File: src/rtl/pc_fetch.sv
// Program counter and instruction-fetch stage: tags every BRAM read, delivers {instr, pc} pairs to decode.
// Optional macro FETCH_ALIGN_CHECK_EN enables the sticky misaligned-redirect flag on fetch_misalign.
module pc_fetch #(
    parameter int                ADDR_W    = 32,
    parameter int                DATA_W    = 32,
    parameter logic [ADDR_W-1:0] RESET_PC  = '0,
    parameter int                READ_LAT  = 2,
    parameter logic [DATA_W-1:0] NOP_INSTR = DATA_W'(32'h0000_0013)
) (
    input  logic              clk,
    input  logic              reset,
    input  logic              pc_choose,
    input  logic              branch_taken,
    input  logic [ADDR_W-1:0] branch_target,
    output logic [ADDR_W-3:0] imem_addr,
    input  logic [DATA_W-1:0] imem_rdata,
    output logic [DATA_W-1:0] instr_out,
    output logic [ADDR_W-1:0] pc_out,
    output logic              instr_valid,
    output logic [2:0]        inflight,
    output logic              fetch_misalign
);

    logic [ADDR_W-1:0]   pc;
    logic [ADDR_W-1:0]   pc_next;
    logic [READ_LAT-1:0] tag_v;
    logic [READ_LAT-1:0] tag_v_next;
    logic [ADDR_W-1:0]   tag_pc [READ_LAT];
    logic [2:0]          inflight_next;
    logic                issue;
    logic                deliver;

    // A redirect outranks both a new issue and the read completing this cycle.
    assign issue     = pc_choose && !branch_taken;
    assign deliver   = tag_v[READ_LAT-1] && !branch_taken;
    assign imem_addr = pc[ADDR_W-1:2];

    always_comb begin
        // NOTE: every signal gets a default before any branch, so no path can infer a latch.
        pc_next       = pc;
        tag_v_next    = (tag_v << 1) | READ_LAT'(issue);
        inflight_next = '0;
        if (branch_taken) begin
            pc_next    = {branch_target[ADDR_W-1:2], 2'b00};
            tag_v_next = '0;
        end else if (pc_choose) begin
            pc_next = pc + ADDR_W'(4);
        end
        for (int k = 0; k < READ_LAT; k++) begin
            inflight_next = inflight_next + 3'(tag_v_next[k]);
        end
    end

    always_ff @(posedge clk) begin
        // NOTE: state is updated with non-blocking assignments so every register samples pre-edge values.
        if (reset) begin
            pc          <= RESET_PC;
            tag_v       <= '0;
            inflight    <= '0;
            instr_out   <= NOP_INSTR;
            pc_out      <= RESET_PC;
            instr_valid <= 1'b0;
        end else begin
            pc          <= pc_next;
            tag_v       <= tag_v_next;
            inflight    <= inflight_next;
            instr_valid <= deliver;
            if (deliver) begin
                instr_out <= imem_rdata;
                pc_out    <= tag_pc[READ_LAT-1];
            end
        end
    end

    // NOTE: tag PCs are left unreset; tag_v alone decides whether an entry means anything.
    always_ff @(posedge clk) begin
        tag_pc[0] <= pc;
        for (int k = 1; k < READ_LAT; k++) begin
            tag_pc[k] <= tag_pc[k-1];
        end
    end

`ifdef FETCH_ALIGN_CHECK_EN
    logic misalign_q;

    always_ff @(posedge clk) begin
        if (reset) begin
            misalign_q <= 1'b0;
        end else if (branch_taken && (branch_target[1:0] != 2'b00)) begin
            misalign_q <= 1'b1;
        end
    end

    assign fetch_misalign = misalign_q;
`else
    logic unused_target_bits;

    assign unused_target_bits = ^branch_target[1:0];
    assign fetch_misalign     = 1'b0;
`endif

endmodule

File: config.mk
export PLATFORM = sky130hd
export DESIGN_NAME = pc_fetch
export DESIGN_NICKNAME = d
export VERILOG_FILES = /design/src/rtl/pc_fetch.sv
export SDC_FILE = /design/constraint.sdc
export NUM_CORES = 1
export LEC_CHECK = 0
export ABC_CLOCK_PERIOD_IN_PS = 5900
export CORE_MARGIN = 2
export CORE_UTILIZATION = 45
export CTS_BUF_LIST = sky130_fd_sc_hd__clkbuf_4
export DETAILED_ROUTE_END_ITERATION = 8
export HOLD_SLACK_MARGIN = 0.03
export PLACE_DENSITY = 0.78
export SYNTH_ARGS = -nofsm -noshare
export SYNTH_HDL_FRONTEND = slang
export SYNTH_SLANG_ARGS = --single-unit
File: constraint.sdc
create_clock -name clk -period 5.9 [get_ports clk]
set_input_delay 0.885 -clock clk [delete_from_list [all_inputs] [get_ports clk]]
set_output_delay 0.885 -clock clk [all_outputs]
set_load 0.01 [all_outputs]
==> impl_results.md, run 1 <==
* Status: finished clean
* DRT Pass-1 Iters at 5
* CP max FO at 9
* Clk pin slew, worst setup/hold paths at 0.13 ns
* Critical path required time at ~5.0 ns
* Antenna Nets Post-Route at 0
* Vias in the first global route at 4431
* Share of cells above drive strength 1 at 6.22%
* Slowest stage delay, CP at a little over 0.6 ns
* Crit Path Category: flip-flop to output pin
* CTS max path bufs at 2
* Finish-stage setup viols at 0
* Post-synth ARST share at 0%
* Layout Utilization at about 63%
* First-pass GRT wire length at 21.2 mm
* Area added between synthesis and finish at 35.1%
* # hold bufs at CTS at 0
* Die area at between 0.01 and 0.015 sq mm
* CP arrival at approximately 1.7 ns
* Vias per inst at 5.21
* Core area at 0.0115 sq mm
* RSZ-0062 raised after global routing: false
* Antenna violations before repair at 0
* Startpoint types: flip-flop
* Top cell type's share of synthesized area at 58.5%
* Slowest stage cell, crit path: clkdlybuf4s50_1
* Routed len/inst at 15.0 microns
* DP HPWL at 9.14 mm
* HP Start: tag_pc[0][30]$_DFF_P_
* # clock sinks at approximately 160
* Maximum VDD drop at approximately 0.17 mV
* Setup crit start: pc[10]$_SDFFE_PP0P_
* CTS tree: done
* Final hold violations at 0
* Die height at between 100 and 150 microns
* Total number of vias at 4594
* Post-CTS Setup Repair Bufs at 0
* Setup tns final at 0 ns
* Port Buffer Count at between 150 and 200
* Worst R2R Path Depth at 4
* Critical path depth at 1
* Boundary pin count at between 150 and 200
* Clock skew at between 0.015 and 0.02 ns
* Crit path buffers/inverters at 1
* Diodes inserted at 0
* Routed WL at 13.2 mm
* Final-stage net count at ~800
* Least-Margin Pin Slew at 1.20 ns
* Fillers at 1004
* Avg Cell Area, Syn at 9.27 sq um
* Top Family by Delay on Critical Path: buffers and inverters
* Post-CTS sizing at 0
* Number of synthesized flops with an enable pin at 0
* Top cells by area, synth: dfxtp_1, nand2_1, a21oi_1
* Leading register cell type out of synthesis: dfxtp_1
* Yosys top cell by area: dfxtp_1
* CP endpoint kind: output pin
* Worst-path cell chain: clkdlybuf4s50_1
* Unique masters post-synth at 47
* Die Width at between 100 and 150 microns
* Overflow left after global routing at 0
* Fmax at 384 MHz
* Post-layout min period at about 2.6 ns
* Pwr Density at approximately 270 mW/mm^2
* Slew HR at between 10% and 20%
* Mapped cell area at 0.00538 sq mm
* R2r startpoint: pc[10]$_SDFFE_PP0P_
* Worst min path class: flip-flop to flip-flop
* Post-Synthesis Cells at 580
* Total GRT Usage at 20.9%
* Clk root buf: clkbuf_4
* Placer Congestion at 0.828
* Post-synthesis sequential area ratio at just under 60%
* Synth Register Bits at between 150 and 200
* H-tree depth at 4
* Largest net degree at the start of global routing at 100
* DRT iter0 DRCs at 279
* Num CTS Buffers at 17
* Leak pwr at 0.00253 uW
* Site row count at 39
* Fin crit share at between 40% and 50%
* Number of synthesis warnings at 0
* Hold Path Depth at 0
* Pins Over Slew Limit at 0
* Max-cap viol count at 0
* Drt drc at 0
* Initial core utilization at 46.7%
* Latest clock arrival within the worst-skew pair at 0.54 ns
kinds of logic (layout without fill, tap and decap cells):
logic type                 after synthesis  count (layout)  share of synthesized area, %
DFF                                    157             157                          58.5
AOI/OAI and AO/OA                      108             108                          12.3
buffers and inverters                   50             206                          5.05
other                                    1               4                        0.0698
xor gates and xnor gates                12              12                          1.96
adders and majority gates                2               2                         0.465
and+or+nand+nor                        249             249                          21.5
muxes                                    1               1                         0.186
layer usage:
layer | GRT usage, % | vias up | routed length, microns
li1 | - | 2272 | -
met1 | 25.4 | 2132 | 5610
met2 | 34.1 | 175 | 6420
met3 | 7.98 | 15 | 1040
met4 | 7.48 | 0 | 160
met5 | 0 | - | 0
per-stage QoR:
| step | power, uW | setup slack (ns) | cells | area (sq um) | hold WS (ns) |
|---|---|---|---|---|---|
| after CTS | 1960 | 3.23 | 882 | 7260 | 0.336 |
| after global placement | 1310 | 2.85 | 850 | 6970 | 0.310 |
| after global routing | 2020 | 3.17 | 882 | 7260 | 0.338 |
| final | 1940 | 3.30 | 882 | 7260 | 0.332 |
| after detailed placement | 1310 | 2.76 | 850 | 6970 | 0.312 |
| after floorplan | 1220 | 3.72 | 583 | 5390 | 0.310 |
power by group:
| part | switching, uW | internal [uW] | total (uW) |
|---|---|---|---|
| Combinational | 62.0 | 86.9 | 149 |
| Sequential | 35.8 | 1110 | 1140 |
| Clock | 384 | 264 | 648 |
cell usage in the layout, fill, tap and decap left out, types with 2 or more instances in the layout:
| cell | netlist | final |
|---|---|---|
| clkdlybuf4s50_1 | 0 | 159 |
| dfxtp_1 | 157 | 157 |
| nand2_1 | 148 | 147 |
| a21oi_1 | 65 | 65 |
| nor2_1 | 29 | 29 |
| clkbuf_4 | 0 | 18 |
| a211oi_1 | 12 | 12 |
| inv_1 | 11 | 11 |
| nand3_1 | 10 | 10 |
| nand4_1 | 10 | 10 |
| xnor2_1 | 9 | 9 |
| or4_1 | 8 | 8 |
| nor3_1 | 7 | 7 |
| nor4_1 | 7 | 7 |
| a311oi_1 | 6 | 6 |
| inv_6 | 0 | 6 |
| o31ai_1 | 5 | 5 |
| and4_1 | 4 | 4 |
| o21ai_0 | 4 | 4 |
| or3_1 | 4 | 4 |
| and3_1 | 4 | 4 |
| nor2b_1 | 5 | 4 |
| conb_1 | 1 | 4 |
| buf_4 | 4 | 4 |
| nand3b_1 | 3 | 3 |
| and4_2 | 3 | 3 |
| a2111oi_0 | 3 | 3 |
| xor2_1 | 3 | 3 |
| clkinvlp_4 | 0 | 3 |
| or4_4 | 2 | 2 |
| o31a_1 | 2 | 2 |
| a221oi_1 | 2 | 2 |
| a31oi_1 | 2 | 2 |
| ha_1 | 2 | 2 |
| clkinv_4 | 0 | 2 |
| bufinv_16 | 0 | 2 |
layout make-up:
type	count	area [sq um]	area share, %
Inverter	11	41.3	0.569
Timing Repair Buffer	163	1620	22.3
Multi-Input combinational cell	376	1980	27.3
Clock inverter	14	158	2.17
Sequential cell	157	3140	43.3
Clock buffer	18	135	1.86
Tap cell	143	179	2.46
cells in the mapped netlist, drive strengths merged (2+ instances only):
library cell	instances
nor2	29
o31a	2
or3	4
nand2	148
inv	11
and2	2
dfxtp	157
nor2b	5
o21ai	4
o31ai	5
or4	10
a211oi	12
a31oi	2
and3	4
nor4	7
nand4	11
clkbuf	33
a21oi	65
nand3b	3
nor3	7
ha	2
a2111oi	3
a221oi	2
and4	7
xor2	3
buf	6
nand3	10
a311oi	6
xnor2	9
state kept, by name (all words and copies together), names as in the netlist:
| name | count |
|---|---|
| pc | 30 |
| tag_pc | 60 |
| inflight | 2 |
| instr_valid | 1 |
| tag_v | 2 |
| instr_out | 32 |
| pc_out | 30 |
final timing paths:
path                                               to  slack (ns)
worst max register to register    pc[25]$_SDFFE_PP0P_        3.60
worst max-delay path                     imem_addr[8]        3.30
worst min-delay path            tag_pc[1][30]$_DFF_P_        0.33
worst min register to register  tag_pc[1][30]$_DFF_P_        0.33
No activity file was read; power rests on OpenSTA's default activity.
==> run 2: changes to the inputs <==
--- a/config.mk
+++ b/config.mk
@@ -5,7 +5,7 @@
 export SDC_FILE = /design/constraint.sdc
 export NUM_CORES = 1
 export LEC_CHECK = 0
-export ABC_CLOCK_PERIOD_IN_PS = 5900
+export ABC_CLOCK_PERIOD_IN_PS = 2400
 export CORE_MARGIN = 2
 export CORE_UTILIZATION = 45
 export CTS_BUF_LIST = sky130_fd_sc_hd__clkbuf_4
==> constraint.sdc (replaced) <==
create_clock -name clk -period 2.4 [get_ports clk]
set_input_delay 0.36 -clock clk [delete_from_list [all_inputs] [get_ports clk]]
set_output_delay 0.36 -clock clk [all_outputs]
set_load 0.01 [all_outputs]
==> run 2 against run 1 <==
  * Count of clock-buffer cells in the layout decreased by 1
  * Total power increased by 140%
  * Non-clock buffer count increased by 16
  * Die area unchanged
  * Wire length increased by 2.3%
  * Cell count increased by 1.8%
  * Combinational power increased to 2.8 times the previous value
  * First-iteration DRC count increased by 38%
  * Core utilization increased by 1.2 points
  * Critical endpoint is now pc[25]$_SDFFE_PP0P_
  * Largest cell class unchanged
==> impl_results.md, run 2 (same netlist as run 1, synthesis figures left out) <==
* Status: finished clean (unchanged)
* Max-cap viol count at 0 (unchanged)
* Fmax at 463 MHz
* Clock power share at 32.1% (was 33.4%)
* Post-layout min period at 2.16 ns
* Total GRT Usage at 21.3% (was 20.9%)
* Clk root buf: clkbuf_4 (unchanged)
* Drt drc at 0 (unchanged)
* Antenna violations before repair at 0 (unchanged)
* Post-route cell area at 0.00740 sq mm (was 0.00726 sq mm)
* Worst hold slack at 0.334 ns (was 0.332 ns)
* R2r startpoint: pc[15]$_SDFFE_PP0P_ (was pc[10]$_SDFFE_PP0P_)
* Commonest non-fill, non-tap cell in the layout: clkdlybuf4s50_1 (unchanged)
* RSZ-0062 raised after global routing: false (unchanged)
* Startpoint types: flip-flop (unchanged)
* Fillers at 940 (was 1004)
* Diodes inserted at 0 (unchanged)
* Fin crit share at between 80% and 90%
* Routed len/inst at 15.1 microns (was 15.0 microns)
* Vias per inst at 5.23 (was 5.21)
* HP Start: tag_pc[0][4]$_DFF_P_ (was tag_pc[0][30]$_DFF_P_)
* Switching Fraction at 27.5% (was 24.9%)
* H-tree depth at 4 (unchanged)
* Multi-input logic area at 0.00198 sq mm (unchanged)
* Final-stage net count at 812 (was 796)
* Largest Register: tag_pc (unchanged)
* Routed WL at 13.5 mm (was 13.2 mm)
* Placed Area at 0.00712 sq mm (was 0.00697 sq mm)
* DP HPWL at 9.56 mm (was 9.14 mm)
* First-pass GRT wire length at 21.6 mm (was 21.2 mm)
* Placer Congestion at 0.803 (was 0.828)
* Seq pwr share at 59.0% (was 58.9%)
* Latest clock arrival within the worst-skew pair at 0.56 ns (was 0.54 ns)
* Clock skew at 0.0186 ns (was 0.0175 ns)
* CTS max path bufs at 2 (unchanged)
* Pins Over Slew Limit at 0 (unchanged)
* CTS tree: done (unchanged)
* Initial core utilization at 46.7% (unchanged)
* Site row count at 39 (unchanged)
* Worst min path class: flip-flop to flip-flop (unchanged)
* Storage cell area at 0.00314 sq mm (unchanged)
* Die height at 113 microns (unchanged)
* Largest register FFs at 60 (unchanged)
* Setup tns final at 0 ns (unchanged)
* Critical path required time at 2.87 ns (was 5.02 ns)
* Final hold violations at 0 (unchanged)
* Share of total power in combinational logic at 8.8% (was 7.7%)
* Setup crit start: pc[15]$_SDFFE_PP0P_ (was pc[10]$_SDFFE_PP0P_)
* CP endpoint kind: flip-flop (was output pin)
* Area added between synthesis and finish at 37.7% (was 35.1%)
* Antenna Nets Post-Route at 0 (unchanged)
* Die Width at 113 microns (unchanged)
* Share of cells above drive strength 1 at 8.21% (was 6.22%)
* DRT iter0 DRCs at 385 (was 279)
* Finish-stage setup viols at 0 (unchanged)
* NetSw at 1300 uW (was 482 uW)
* Core area at 0.0115 sq mm (unchanged)
* Crit Path Category: flip-flop to flip-flop (was flip-flop to output pin)
* Total number of vias at 4698 (was 4594)
* Largest net degree at the start of global routing at 74 (was 100)
* # placed instances at 866 (was 850)
* Largest regs: tag_pc x60, instr_out x32 (unchanged)
* Leak pwr at 0.00261 uW (was 0.00253 uW)
* Vias in the first global route at 4470 (was 4431)
* Final Non-Filler Cells at 898 (was 882)
* DRT Pass-1 Iters at 5 (unchanged)
* Post-CTS Setup Repair Bufs at 0 (unchanged)
* Commonest cells after routing, fill and taps aside: clkdlybuf4s50_1, dfxtp_1, nand2_1, a21oi_1, nor2_1 (unchanged)
* Clk pin slew, worst setup/hold paths at 0.15 ns (was 0.13 ns)
* Boundary pin count at 167 (unchanged)
* # clock sinks at 157 (unchanged)
* Pint at 3420 uW (was 1460 uW)
* Die area at 0.0128 sq mm (unchanged)
* Port Buffer Count at 160 (unchanged)
* Slew HR at 47.9% (was 19.9%)
* Maximum VDD drop at 0.378 mV (was 0.168 mV)
* Post-CTS sizing at 0 (unchanged)
* Num CTS Buffers at 17 (unchanged)
* CP arrival at 2.63 ns (was 1.72 ns)
* # hold bufs at CTS at 0 (unchanged)
* CP max FO at 12 (was 9)
* Overflow left after global routing at 0 (unchanged)
* Pwr Density at 638 mW/mm^2 (was 267 mW/mm^2)
* Least-Margin Pin Slew at 0.782 ns (was 1.20 ns)
run 2: cell count changes in the layout (fill, tap and decap cells not counted), sizes merged:
cell / previous run / this run
bufinv: 2 / 0
clkbuf: 18 / 17
buf: 4 / 20
inv: 17 / 20
run 2: worst max-delay path, stage by stage (launching register included):
cell      delay (ns)
dfxtp_1         0.48
nand2_1         0.18
or4_4           0.63
or4_1           0.52
a311oi_1        0.25
run 2: final cells by class:
class	count	share of cell area (%)
tap	143	2.42
inverter	11	0.558
sequential	157	42.5
clock inverter	15	2.00
timing repair buffer	179	24.0
multi-input combinational	376	26.8
clock buffer	17	1.72
run 2: final timing paths:
| kind | endpoint | cells after the start | slack (ns) |
|---|---|---|---|
| setup / recovery | pc[25]$_SDFFE_PP0P_ | 4 | 0.24 |
| hold / removal | tag_pc[1][4]$_DFF_P_ | 0 | 0.33 |
| setup reg to reg | pc[25]$_SDFFE_PP0P_ | 4 | 0.24 |
| hold reg to reg | tag_pc[1][4]$_DFF_P_ | 0 | 0.33 |
run 2: routing by layer:
metal | track usage, % | vias up | routed length [microns]
met5 | 0 | - | 0
met4 | 8.78 | 0 | 228
met3 | 6.96 | 25 | 1100
met2 | 35.8 | 205 | 6590
met1 | 25.0 | 2172 | 5600
li1 | - | 2296 | -
run 2: power by group through the flow:
stage	clock network [uW]	registers (uW)	logic, uW
floorplan	0	2850	145
global placement	0	2840	408
detailed placement	0	2840	416
CTS	1550	2790	418
global route	1650	2800	449
finish	1520	2790	418
run 2: metrics by stage:
stage	util, %	total power, uW	worst slack, ns
floorplan	-	3000	0.349
global route	64.3	4900	0.0287
detailed placement	61.9	3260	0.120
finish	64.3	4720	0.242
CTS	64.3	4750	0.280
global placement	61.9	3250	0.186
==> run 3: changes to the inputs <==
--- a/config.mk
+++ b/config.mk
@@ -11,6 +11,7 @@
 export CTS_BUF_LIST = sky130_fd_sc_hd__clkbuf_4
 export DETAILED_ROUTE_END_ITERATION = 8
 export HOLD_SLACK_MARGIN = 0.03
+export MAX_ROUTING_LAYER = met4
 export PLACE_DENSITY = 0.78
 export SYNTH_ARGS = -nofsm -noshare
 export SYNTH_HDL_FRONTEND = slang
==> constraint.sdc (replaced) <==
create_clock -name clk -period 2.4 [get_ports clk]
set_input_delay 0.36 -clock clk [delete_from_list [all_inputs] [get_ports clk]]
set_output_delay 0.36 -clock clk [all_outputs]
set_load 0.005 [all_outputs]
==> run 3 against run 2 <==
  * Fmax is 0.56% higher
  * Highest routed layer unchanged
  * Global-route usage is 0.62 points higher
  * Count of clock-buffer cells in the layout unchanged
  * Wire length rose by 0.21%
  * Design area stayed put
  * Combinational power shrank 4%
  * Sequential cell count did not move
  * Sequential share of layout area unchanged
  * Core utilization stayed put
  * Clock power is essentially flat
  * Critical path depth unchanged
  * Worst setup slack improved by 0.012 ns
  * Largest power group unchanged
==> impl_results.md, run 3 (same netlist as run 1, synthesis figures left out) <==
* Status: finished clean (unchanged)
* Placed Area at 0.00712 sq mm (unchanged)
* Die Width at 113 microns (unchanged)
* Layout Utilization at 64.3% (unchanged)
* Hold Path Depth at 3 (was 0)
* Pins Over Slew Limit at 0 (unchanged)
* Core area at 0.0115 sq mm (unchanged)
* DRT Pass-1 Iters at 5 (unchanged)
* Leak pwr at 0.00261 uW (unchanged)
* Initial core utilization at 46.7% (unchanged)
* DP HPWL at 9.56 mm (unchanged)
* Clk pin slew, worst setup/hold paths at 0.15 ns (about the same)
* H-tree depth at 4 (unchanged)
* Clk root buf: clkbuf_4 (unchanged)
* Diodes inserted at 0 (unchanged)
* Post-CTS sizing at 0 (unchanged)
* Num CTS Buffers at 17 (unchanged)
* Die area at 0.0128 sq mm (unchanged)
* Antenna violations before repair at 0 (unchanged)
* First-pass GRT wire length at 21.6 mm (about the same)
* Share of cells above drive strength 1 at 8.21% (unchanged)
* CTS max path bufs at 2 (unchanged)
* Routed len/inst at 15.1 microns (about the same)
* Fmax at 466 MHz (was 463 MHz)
* Routed WL at 13.6 mm (was 13.5 mm)
* Boundary pin count at 167 (unchanged)
* Total number of vias at 4691 (was 4698)
* Pwr Density at 635 mW/mm^2 (was 638 mW/mm^2)
* CP max FO at 12 (unchanged)
* Startpoint types: flip-flop (unchanged)
* Worst R2R Path Depth at 4 (unchanged)
* Slew HR at 48.3% (was 47.9%)
* Worst min path class: primary input to flip-flop (was flip-flop to flip-flop)
* Critical path required time at 2.88 ns (was 2.87 ns)
* Maximum VDD drop at 0.377 mV (was 0.378 mV)
* CP arrival at 2.63 ns (about the same)
* Crit Path Category: flip-flop to flip-flop (unchanged)
* Placer Congestion at 0.814 (was 0.803)
* # clock sinks at 157 (unchanged)
* Final-stage net count at 812 (unchanged)
* Site row count at 39 (unchanged)
* Post-route cell area at 0.00740 sq mm (unchanged)
* Finish-stage setup viols at 0 (unchanged)
* Largest Register: tag_pc (unchanged)
* Post-layout min period at 2.15 ns (was 2.16 ns)
* RSZ-0062 raised after global routing: false (unchanged)
* Largest register FFs at 60 (unchanged)
* Setup tns final at 0 ns (unchanged)
* Overflow left after global routing at 0 (unchanged)
* Vias in the first global route at 4473 (was 4470)
* Area added between synthesis and finish at 37.7% (unchanged)
* Vias per inst at 5.22 (was 5.23)
* Place WS at 0.120 ns (unchanged)
* Setup WS post-layout at 0.254 ns (was 0.242 ns)
* Clock skew at 0.0195 ns (was 0.0186 ns)
* CTS tree: done (unchanged)
* Drt drc at 0 (unchanged)
* Final hold violations at 0 (unchanged)
* Port Buffer Count at 160 (unchanged)
* Latest clock arrival within the worst-skew pair at 0.56 ns (about the same)
* Total GRT Usage at 21.9% (was 21.3%)
* Largest regs: tag_pc x60, instr_out x32 (unchanged)
* Fin crit share at 89.4% (was 89.9%)
* Die height at 113 microns (unchanged)
* Antenna Nets Post-Route at 0 (unchanged)
* DRT iter0 DRCs at 344 (was 385)
* CP endpoint kind: flip-flop (unchanged)
* Commonest cells after routing, fill and taps aside: clkdlybuf4s50_1, dfxtp_1, nand2_1, a21oi_1, nor2_1 (unchanged)
* Post-CTS Setup Repair Bufs at 0 (unchanged)
* Commonest non-fill, non-tap cell in the layout: clkdlybuf4s50_1 (unchanged)
* Least-Margin Pin Slew at 0.775 ns (was 0.782 ns)
* Max-cap viol count at 0 (unchanged)
* Largest net degree at the start of global routing at 74 (unchanged)
* # hold bufs at CTS at 0 (unchanged)
-- run 3: cell counts in the layout (fill, tap and decap cells not counted) --
Identical to the previous run, type by type.
-- run 3: layout make-up --
type	count	area (sq um)
well taps	143	179
fillers	940	4120
clock buffers	17	128
clock inverters	15	148
inverters	11	41.3
flip-flops and latches	157	3140
multi-input cells	376	1980
repair buffers	179	1780
-- run 3: worst max-delay path, cell delays in order, from the launching register on --
cell and delay [ns]:
dfxtp_1 0.48, nand2_1 0.18, or4_4 0.63, or4_1 0.52, a311oi_1 0.25
-- run 3: worst paths after layout --
path	endpoint	start	slack, ns
setup reg to reg	pc[25]$_SDFFE_PP0P_	pc[15]$_SDFFE_PP0P_	0.25
setup / recovery	pc[25]$_SDFFE_PP0P_	pc[15]$_SDFFE_PP0P_	0.25
hold / removal	instr_out[9]$_SDFFE_PP0P_	imem_rdata[9]	0.33
hold reg to reg	tag_pc[1][4]$_DFF_P_	tag_pc[0][4]$_DFF_P_	0.34
-- run 3: per-layer routing --
metal	track usage, %	vias to the layer above	wire (microns)
met5	-	-	0
met4	8.78	0	208
met3	5.20	22	885
met2	35.8	203	6600
met1	26.1	2163	5860
li1	-	2303	-
-- run 3: through the flow --
step / hold slack (ns) / total power [uW] / instances
floorplan: 0.310 / 2980 / 583
global placement: 0.310 / 3230 / 866
detailed placement: 0.312 / 3240 / 866
CTS: 0.288 / 4740 / 898
global route: 0.293 / 4890 / 898
finish: 0.331 / 4700 / 898
-- run 3: power by group --
group	switching, uW	internal, uW
clock	1050	466
sequential	68.3	2720
combinational	165	236
